### src/rtl/hdmi_tx.sv
// hdmi_tx: CEA-861 raster timing generator with three-channel TMDS video encoding.
// Symbols for the pixel shown on (cx, cy) leave on tmds exactly two clocks later.
module hdmi_tx #(
   parameter int VIDEO_ID_CODE      = 4,
   parameter int VIDEO_REFRESH_RATE = 60,
   parameter bit DVI_OUTPUT         = 1'b0,
   parameter int START_X            = 0,
   parameter int START_Y            = 0
) (
   input  logic        clk_pixel,
   input  logic        reset,
   input  logic [23:0] rgb,
   output logic [29:0] tmds,
   output logic [9:0]  tmds_clock,
   output logic [10:0] cx,
   output logic [9:0]  cy,
   output logic [10:0] frame_width,
   output logic [9:0]  frame_height
);

   if (!(VIDEO_ID_CODE == 1 || VIDEO_ID_CODE == 4) || VIDEO_REFRESH_RATE != 60) begin : g_bad_cfg
      $error("hdmi_tx: unsupported VIDEO_ID_CODE / VIDEO_REFRESH_RATE");
   end

   localparam bit MODE_720P = (VIDEO_ID_CODE == 4);

   localparam logic [10:0] H_ACTIVE = MODE_720P ? 11'd1280 : 11'd640;
   localparam logic [10:0] H_FP     = MODE_720P ? 11'd110  : 11'd16;
   localparam logic [10:0] H_SYNC   = MODE_720P ? 11'd40   : 11'd96;
   localparam logic [10:0] H_TOTAL  = MODE_720P ? 11'd1650 : 11'd800;
   localparam logic [9:0]  V_ACTIVE = MODE_720P ? 10'd720  : 10'd480;
   localparam logic [9:0]  V_FP     = MODE_720P ? 10'd5    : 10'd10;
   localparam logic [9:0]  V_SYNC   = MODE_720P ? 10'd5    : 10'd2;
   localparam logic [9:0]  V_TOTAL  = MODE_720P ? 10'd750  : 10'd525;
   // 640x480 uses negative sync polarity, so its idle sync level is 1.
   localparam bit          SYNC_INV = !MODE_720P;

   localparam logic [10:0] HS_START = H_ACTIVE + H_FP;
   localparam logic [10:0] HS_END   = HS_START + H_SYNC;
   localparam logic [9:0]  VS_START = V_ACTIVE + V_FP;
   localparam logic [9:0]  VS_END   = VS_START + V_SYNC;

   localparam logic [9:0] CTRL_00 = 10'b1101010100;
   localparam logic [9:0] CTRL_01 = 10'b0010101011;
   localparam logic [9:0] CTRL_10 = 10'b0101010100;
   localparam logic [9:0] CTRL_11 = 10'b1010101011;
   localparam logic [9:0] GUARD_B = 10'b1011001100;
   localparam logic [9:0] GUARD_G = 10'b0100110011;

   typedef enum logic [1:0] {
      PER_CTRL  = 2'd0,
      PER_DATA  = 2'd1,
      PER_GUARD = 2'd2
   } period_e;

   function automatic logic [9:0] ctrl_sym(input logic [1:0] c);
      logic [9:0] s;
      case (c)
         2'b00:   s = CTRL_00;
         2'b01:   s = CTRL_01;
         2'b10:   s = CTRL_10;
         default: s = CTRL_11;
      endcase
      return s;
   endfunction

   logic [10:0] cx_q, cx_d;
   logic [9:0]  cy_q, cy_d;

   always_comb begin
      cx_d = cx_q + 11'd1;
      cy_d = cy_q;
      if (cx_q == H_TOTAL - 11'd1) begin
         cx_d = '0;
         cy_d = (cy_q == V_TOTAL - 10'd1) ? '0 : cy_q + 10'd1;
      end
   end

   // Position decode: everything here belongs to the pixel currently on cx/cy.
   logic    video_on;
   logic    hsync;
   logic    vsync;
   logic    next_line_on;
   logic    in_preamble;
   logic    in_guard;
   period_e period_d;

   always_comb begin
      video_on     = (cx_q < H_ACTIVE) && (cy_q < V_ACTIVE);
      hsync        = ((cx_q >= HS_START) && (cx_q < HS_END)) ^ SYNC_INV;
      vsync        = ((cy_q >= VS_START) && (cy_q < VS_END)) ^ SYNC_INV;
      next_line_on = (cy_q == V_TOTAL - 10'd1) || (cy_q < V_ACTIVE - 10'd1);
      in_preamble  = !DVI_OUTPUT && next_line_on &&
                     (cx_q >= H_TOTAL - 11'd10) && (cx_q <= H_TOTAL - 11'd3);
      in_guard     = !DVI_OUTPUT && next_line_on && (cx_q >= H_TOTAL - 11'd2);
      period_d     = PER_CTRL;
      if (video_on) begin
         period_d = PER_DATA;
      end else if (in_guard) begin
         period_d = PER_GUARD;
      end
   end

   period_e     period_q;
   logic [23:0] rgb_q;
   logic [1:0]  sync_q;
   logic        pre_q;
   logic [29:0] tmds_q, tmds_d;

   always_ff @(posedge clk_pixel) begin
      if (reset) begin
         cx_q     <= 11'(START_X);
         cy_q     <= 10'(START_Y);
         period_q <= PER_CTRL;
         rgb_q    <= '0;
         sync_q   <= 2'b00;
         pre_q    <= 1'b0;
         tmds_q   <= {3{CTRL_00}};
      end else begin
         cx_q     <= cx_d;
         cy_q     <= cy_d;
         period_q <= period_d;
         rgb_q    <= rgb;
         sync_q   <= {vsync, hsync};
         pre_q    <= in_preamble;
         tmds_q   <= tmds_d;
      end
   end

   logic [9:0] enc_sym [0:2];

   // One 8b/10b encoder per channel: ch0 = blue, ch1 = green, ch2 = red.
   for (genvar ch = 0; ch < 3; ch++) begin : g_enc
      logic [7:0]        d;
      logic [3:0]        n1d;
      logic [3:0]        n1q;
      logic              use_xnor;
      logic [8:0]        qm;
      logic signed [5:0] diff;
      logic signed [5:0] cnt_q, cnt_d;
      logic [9:0]        sym;

      assign d = rgb_q[ch*8 +: 8];

      always_comb begin
         n1d      = 4'($countones(d));
         use_xnor = (n1d > 4'd4) || ((n1d == 4'd4) && !d[0]);
         qm       = '0;
         qm[0]    = d[0];
         for (int i = 1; i < 8; i++) begin
            qm[i] = use_xnor ? ~(qm[i-1] ^ d[i]) : (qm[i-1] ^ d[i]);
         end
         qm[8] = ~use_xnor;
         n1q   = 4'($countones(qm[7:0]));
         // diff is ones minus zeros of the minimised byte.
         diff  = $signed({1'b0, n1q, 1'b0}) - 6'sd8;
         sym   = {1'b0, qm[8], qm[7:0]};
         cnt_d = cnt_q;
         if (cnt_q == 6'sd0 || diff == 6'sd0) begin
            sym   = {~qm[8], qm[8], qm[8] ? qm[7:0] : ~qm[7:0]};
            cnt_d = qm[8] ? cnt_q + diff : cnt_q - diff;
         end else if ((cnt_q > 6'sd0 && diff > 6'sd0) || (cnt_q < 6'sd0 && diff < 6'sd0)) begin
            sym   = {1'b1, qm[8], ~qm[7:0]};
            cnt_d = cnt_q + $signed({4'b0000, qm[8], 1'b0}) - diff;
         end else begin
            sym   = {1'b0, qm[8], qm[7:0]};
            cnt_d = cnt_q - $signed({4'b0000, ~qm[8], 1'b0}) + diff;
         end
      end

      always_ff @(posedge clk_pixel) begin
         if (reset || period_q != PER_DATA) begin
            cnt_q <= '0;
         end else begin
            cnt_q <= cnt_d;
         end
      end

      assign enc_sym[ch] = sym;
   end

   always_comb begin
      tmds_d = {CTRL_00, pre_q ? CTRL_01 : CTRL_00, ctrl_sym(sync_q)};
      case (period_q)
         PER_DATA:  tmds_d = {enc_sym[2], enc_sym[1], enc_sym[0]};
         PER_GUARD: tmds_d = {GUARD_B, GUARD_G, GUARD_B};
         default:   ;
      endcase
   end

   assign tmds         = tmds_q;
   assign tmds_clock   = 10'b0000011111;
   assign cx           = cx_q;
   assign cy           = cy_q;
   assign frame_width  = H_TOTAL;
   assign frame_height = V_TOTAL;

endmodule

### config.mk
export PLATFORM = sky130hd
export DESIGN_NAME = hdmi_tx
export DESIGN_NICKNAME = d
export VERILOG_FILES = /design/src/rtl/hdmi_tx.sv
export SDC_FILE = /design/constraint.sdc
export NUM_CORES = 1
export LEC_CHECK = 0
export CORE_MARGIN = 4
export CORE_UTILIZATION = 40
export DETAILED_ROUTE_END_ITERATION = 12
export DONT_BUFFER_PORTS = 1
export PLACE_DENSITY = 0.62
export SLEW_MARGIN = 20
export SYNTH_ARGS = -nofsm -noshare
export SYNTH_HDL_FRONTEND = slang
export SYNTH_SLANG_ARGS = --single-unit
### constraint.sdc
create_clock -name clk_pixel -period 15.25 [get_ports clk_pixel]
set_input_delay 0 -clock clk_pixel [delete_from_list [all_inputs] [get_ports clk_pixel]]
set_output_delay 0 -clock clk_pixel [all_outputs]
set_load 0.05 [all_outputs]
==> run metrics, run 1 <==
run status=finished, final reports clean; portion of synthesized cell area occupied by the leading cell type=between 20% and 30%; half-perimeter wire length after placement=about 13,000 um; unrepaired setup endpoints after global routing=false; Design Area, Final=around 8600 sq um; number of buffers between clock root and the deepest sink=2; Sequential Area=roughly 1900 sq um; count of mapped cells out of synthesis=roughly 900; H-tree levels=3; first-pass GRT wire length=roughly 27,000 um; number of global-route vias before repair=5,482; number of hold violations in the final report=0; Rel. slew slack=29.80%; most frequently used flop master after synthesis=dfxtp_1; final worst clock skew=12.25 ps; part of the cycle the worst path needs=56.73%; number of instances resized during post-cts repair=0; Most Frequent Cell on Critical Path=fa_1; # diodes=0; number of warnings reported in the yosys synthesis log=0; DR pass1 iterations=4; global placement routability congestion=between 0.8 and 0.9; post-layout min period=8652 ps; area of the mapped netlist=~7900 sq um; dominant delay contributor by cell family on the critical path=adder cells; filler-free cell count of the finished design=~1,200; slew at the pin with the worst max-slew slack=1051 ps; aggregate negative setup slack=0 ps; vertical die dimension=approximately 150 um; number of vias per cell=approximately 4.7; fraction of final layout cells with drive strength greater than 1=under 10%; Clock Pin Slew Worst Setup and Hold Paths=70 ps; f_max=115.6 MHz; Routed Wire Length=16,440 um; leading cell type in the layout, fill and taps excluded=inv_1; commonest cells after routing, fill and taps aside=128 x inv_1, 95 x dfxtp_1, 87 x ha_1; GRT overflow=0; largest incremental delay on the critical path=about 540 ps; area occupied by multi-input gates=about 5300 sq um; highest-delay cell along the critical path=fa_1; number of clock buffers inserted by TritonCTS=9; Finish-stage setup viols=0; number of clock sinks seen by CTS=95; TritonCTS clock tree=built; die area=21,980 sq um; startpoint type of the worst setup path=register; number of buffers and inverters on the critical path=6; final routed wire length divided by cell count=14.04 um; via count of the routed design=about 5,500; net count of the finished layout=roughly 1,100; required time at the worst-slack endpoint=15,490 ps; DRC violations left=0; biggest area consumer among synthesized cells=dfxtp_1; crit path max fanout=13; initial antenna violation count=0; path category of the worst min-delay check=primary input to register; Root Buffer=clkbuf_16; core area=19,400 sq um; overall die width=about 150 um; critical path arrival=around 8900 ps; area post-placement=7981 sq um; GRT Util Overall=15.44%; sequential cell area fraction in the yosys report=between 20% and 30%; count of filler cells inserted in the layout=approximately 2,000; post-synthesis register bit count=between 90 and 100; post-route antenna net violation count=0; clock insertion delay at the later pin of the skew report=~360 ps; top-level I/O count=roughly 110; top cells by area, synth=dfxtp_1 24%, ha_1 14%, fa_1 9.9%; EDFF count, synth=0; Async S/R FF share, synth=0%; Critical Setup Path Class=register to register; total instance count after detailed placement=between 1,000 and 1,500; initial core utilization=about two fifths; initial detailed-routing violation count=about 150; number of port buffers=0; endpoint class of the critical path=register; Final Max Tran Viols=0; cell row count=roughly 50; area growth from synthesis to layout=8.795%; pin count of the biggest net entering global routing=46; number of max-capacitance violations reported=0; average instance area after synthesis=8.870 sq um; Cell variety after synth=between 60 and 70
[cell usage after synthesis (9+ instances only)]
cell type  number
inv_1         128
dfxtp_1        95
ha_1           87
xnor2_1        69
nor2_1         60
nand2_1        51
a21oi_1        47
fa_1           39
xor2_1         37
buf_4          32
o21ai_0        32
nor2b_1        27
a21o_1         21
clkbuf_1       19
nand3_1        11
a211oi_1       10
nor3_1          9
[area by class of cell]
class	count	share of cell area [%]
timing repair buffer	27	3.245
clock buffer	9	2.631
inverter	129	5.657
multi-input combinational	639	61.41
tap	265	3.874
sequential	95	22.22
clock inverter	7	0.9648
[layer usage]
layer  vias up  global-route usage, %  wire, um
met5         -                      0         0
met4         0                  3.510       167
met3        15                  4.022       909
met2       104                  25.46      7715
met1      2527                  20.45      7648
li1       2841                      -         -
[registers in the layout (all words and copies together) (netlist names)]
| signal | cells |
|---|---|
| cx | 11 |
| period_q | 2 |
| sync_q | 2 |
| rgb_q | 24 |
| tmds | 30 |
| g_enc.cnt_q | 15 |
| cy | 10 |
| pre_q | 1 |
[path summary, 6_finish.rpt]
check	startpoint	slack, ps	end	cells after the start
worst max-delay path	rgb_q[16]	6600	tmds[27]	28
worst min-delay path	reset	120	cx[1]	2
worst max register to register	rgb_q[16]	6600	tmds[27]	28
worst min register to register	rgb_q[16]	600	tmds[20]	2
[timing repair]
action                    in CTS  in global routing
hold buffers                  26                  0
buffers inserted               0                  0
hold endpoints to repair      71                  0
[kinds of logic after synthesis]
family / after synthesis / synth area share (%)
compound gates: 155 / 12.83
xor+xnor: 119 / 15.11
fa+ha+maj: 129 / 24.14
buf+inv: 182 / 10.40
flops: 95 / 24.17
mux: 6 / 0.7952
other cells: 2 / 0.09546
simple gates: 199 / 12.45
[metrics by stage]
step                hold WS [ps]  utilization, %  setup WS (ps)
floorplan                  128.2               -           7329
global placement           78.19           41.14           6793
detailed placement         77.76           41.14           6654
CTS                        112.9           44.12           6580
global route               157.3           44.12           6078
finish                     120.8           44.12           6598
Power of run 1 is not shown: default switching activity piles up to over one toggle a cycle in this logic, so the estimate is an artifact.
==> inputs of run 2 (changes only) <==
--- a/config.mk
+++ b/config.mk
@@ -5,6 +5,7 @@
 export SDC_FILE = /design/constraint.sdc
 export NUM_CORES = 1
 export LEC_CHECK = 0
+export ABC_AREA = 1
 export CORE_MARGIN = 4
 export CORE_UTILIZATION = 40
 export DETAILED_ROUTE_END_ITERATION = 12
==> constraint.sdc (replaced) <==
create_clock -name clk_pixel -period 9.1 [get_ports clk_pixel]
set_input_delay 0 -clock clk_pixel [delete_from_list [all_inputs] [get_ports clk_pixel]]
set_output_delay 0 -clock clk_pixel [all_outputs]
set_load 0.05 [all_outputs]
==> run metrics, run 2 <==
run status=finished, final reports clean; Routed Wire Length=18,880 um (+15%); filler-free cell count of the finished design=1,412 (+21%); leading cell type in the layout, fill and taps excluded=inv_1; initial antenna violation count=0 (unchanged); die area=23,050 sq um (+4.9%); post-synthesis register bit count=95 (unchanged); number of max-capacitance violations reported=0 (unchanged); number of clock sinks seen by CTS=95 (unchanged); core area=20,300 sq um (+4.6%); DRC violations left=0 (unchanged); half-perimeter wire length after placement=15,440 um (+18%); met2 WL post-DR=8632 um (+12%); last element of the critical path=tmds[14]; top cells by instance count after synthesis=227 x inv_1, 161 x nand2_1, 97 x nor2_1, 95 x dfxtp_1, 87 x ha_1; cell row count=52 (+2.0%); count of mapped cells out of synthesis=1,106 (+25%); startpoint type of the worst setup path=register; Most Frequent Cell on Critical Path=inv_1; most frequent cell after synthesis=inv_1; Final Max Tran Viols=0 (unchanged); net count of the finished layout=1,289 (+22%); number of port buffers=0 (unchanged); number of hold violations in the final report=0 (unchanged); top metal layer carrying routed signals=met4; part of the cycle the worst path needs=88.13% (+31 points); DR pass1 iterations=4 (unchanged); biggest area consumer among synthesized cells=dfxtp_1; Reg2Reg Launch Point=rgb_q[8]; number of clock buffers inserted by TritonCTS=9 (unchanged); unrepaired setup endpoints after global routing=false; top-level I/O count=108 (unchanged); area occupied by multi-input gates=5275 sq um (+0.36%); via count of the routed design=6,627 (+21%); critical path arrival=8320 ps (-570 ps); path category of the worst min-delay check=primary input to register; Critical Setup Path Class=register to register; area growth from synthesis to layout=9.419%; detailed-routed wire length on met3=1273 um (+40%); average instance area after synthesis=7.482 sq um (-16%); commonest cells after routing, fill and taps aside=227 x inv_1, 161 x nand2_1, 97 x nor2_1; # diodes=0 (unchanged); slew at the pin with the worst max-slew slack=885.4 ps (-165.4 ps); EDFF count, synth=0 (unchanged); Cell variety after synth=48 (-24%); f_max=124.7 MHz (+7.9%); Crit Reg-Reg Endpoint=tmds[14]; number of warnings reported in the yosys synthesis log=0 (unchanged); TritonCTS clock tree=built; initial core utilization=40.77% (+0.21 points); Clock Pin Slew Worst Setup and Hold Paths=80 ps (about the same); portion of synthesized cell area occupied by the leading cell type=22.98% (-1.2 points); area of the mapped netlist=8275 sq um (+5.2%); number of buffers between clock root and the deepest sink=2 (unchanged); routed length on met1=8535 um (+12%); first-pass GRT wire length=31,460 um (+15%); number of global-route vias before repair=6,558 (+20%); overall die width=151.8 um (+2.4%); Finish-stage setup viols=0 (unchanged); crit path max fanout=14 (+1); worst-case register-to-register setup slack=1080 ps (-5520 ps); aggregate negative setup slack=0 ps (unchanged); global placement routability congestion=0.8956 (+3.1%); Sequential Area=1902 sq um (unchanged); post-route antenna net violation count=0 (unchanged); post-layout min period=8020 ps (-632.3 ps); count of filler cells inserted in the layout=2,095 (+5.6%); fraction of final layout cells with drive strength greater than 1=8.231% (+2.5 points); Async S/R FF share, synth=0% (unchanged); vertical die dimension=151.8 um (+2.4%); required time at the worst-slack endpoint=9400 ps (-6090 ps); CP Launch Point=rgb_q[8]; total instance count after detailed placement=1,362 (+21%); flip-flop count of the largest register, all copies and words added=30 (unchanged); top cells by area, synth=dfxtp_1 23%, ha_1 13%, inv_1 10%; endpoint class of the critical path=register; GRT overflow=0 (unchanged); Rel. slew slack=40.52% (+11 points); most frequently used flop master after synthesis=dfxtp_1; final worst clock skew=12.27 ps (+0.02020 ps); number of vias per cell=4.693 (+0.16%); clock insertion delay at the later pin of the skew report=360 ps (about the same); Root Buffer=clkbuf_16; r2r worst-path depth=34 (+21%); pin count of the biggest net entering global routing=38 (-17%); largest incremental delay on the critical path=540 ps (about the same); final routed wire length divided by cell count=13.37 um (-4.8%); sequential cell area fraction in the yosys report=22.98% (-1.2 points); initial detailed-routing violation count=288 (+93%); H-tree levels=3 (unchanged); highest-delay cell along the critical path=fa_1; GRT Util Overall=16.38% (+0.94 points)
==> run 2: worst min-delay path by stage <==
stage	from	end	slack, ps	cells past startpoint
detailed placement	reset	tmds[0]	80	1
floorplan	rgb[0]	rgb_q[0]	110	2
global placement	reset	tmds[0]	80	1
global route	rgb[4]	rgb_q[4]	310	3
finish	rgb[4]	rgb_q[4]	290	3
CTS	rgb[4]	rgb_q[4]	270	3
==> run 2: per-layer routing <==
| metal | vias up | global-route usage, % |
|---|---|---|
| li1 | 3467 | - |
| met2 | 139 | 26.44 |
| met3 | 29 | 4.323 |
| met4 | 0 | 5.565 |
| met5 | - | 0 |
| met1 | 2992 | 21.37 |
==> run 2: what timing repair did <==
item                                    4_1_cts  5_1_grt
endpoints found under the setup margin        0        0
gates resized for setup                       0        0
hold buffers                                 34        0
hold endpoints to repair                     59        0
setup buffers                                 0        0
==> run 2: area by class of cell <==
type	instances	area share (%)
Sequential cell	95	21.00
Clock inverter	7	0.8567
Tap cell	270	3.731
Clock buffer	9	2.487
Inverter	236	9.797
Multi-Input combinational cell	761	58.26
Timing Repair Buffer	34	3.869
==> run 2: through the flow <==
stage                     setup WS, ps  hold WS (ps)  cell area (sq um)  util [%]
after floorplan                   1836         107.0               8384         -
after global placement            1129         81.47               8402     41.39
after detailed placement          1050         80.62               8402     41.39
after CTS                         1028         270.3               9055     44.61
after global routing             482.9         307.2               9055     44.61
final                             1080         285.3               9055     44.61
==> run 2: kinds of logic after synthesis <==
group           after synthesis  synth area share [%]
fa+ha+maj                   126                 22.59
buf+inv                     279                 14.59
other cells                   2               0.09075
simple gates                397                 23.40
flops                        95                 22.98
xor+xnor                     47                 5.156
compound gates              160                 11.19
==> run 2: worst max-delay path, delay by kind of cell, from the launching register on <==
kind	cells	cell delay (ps)
XOR/XNOR	1	400
AO/OA/AOI/OAI	3	540
adder cells (fa/ha/maj)	12	4530
flip-flops	1	370
buffers and inverters	10	980
AND/OR/NAND/NOR	8	1150
Power of run 2 is left out for the same reason.
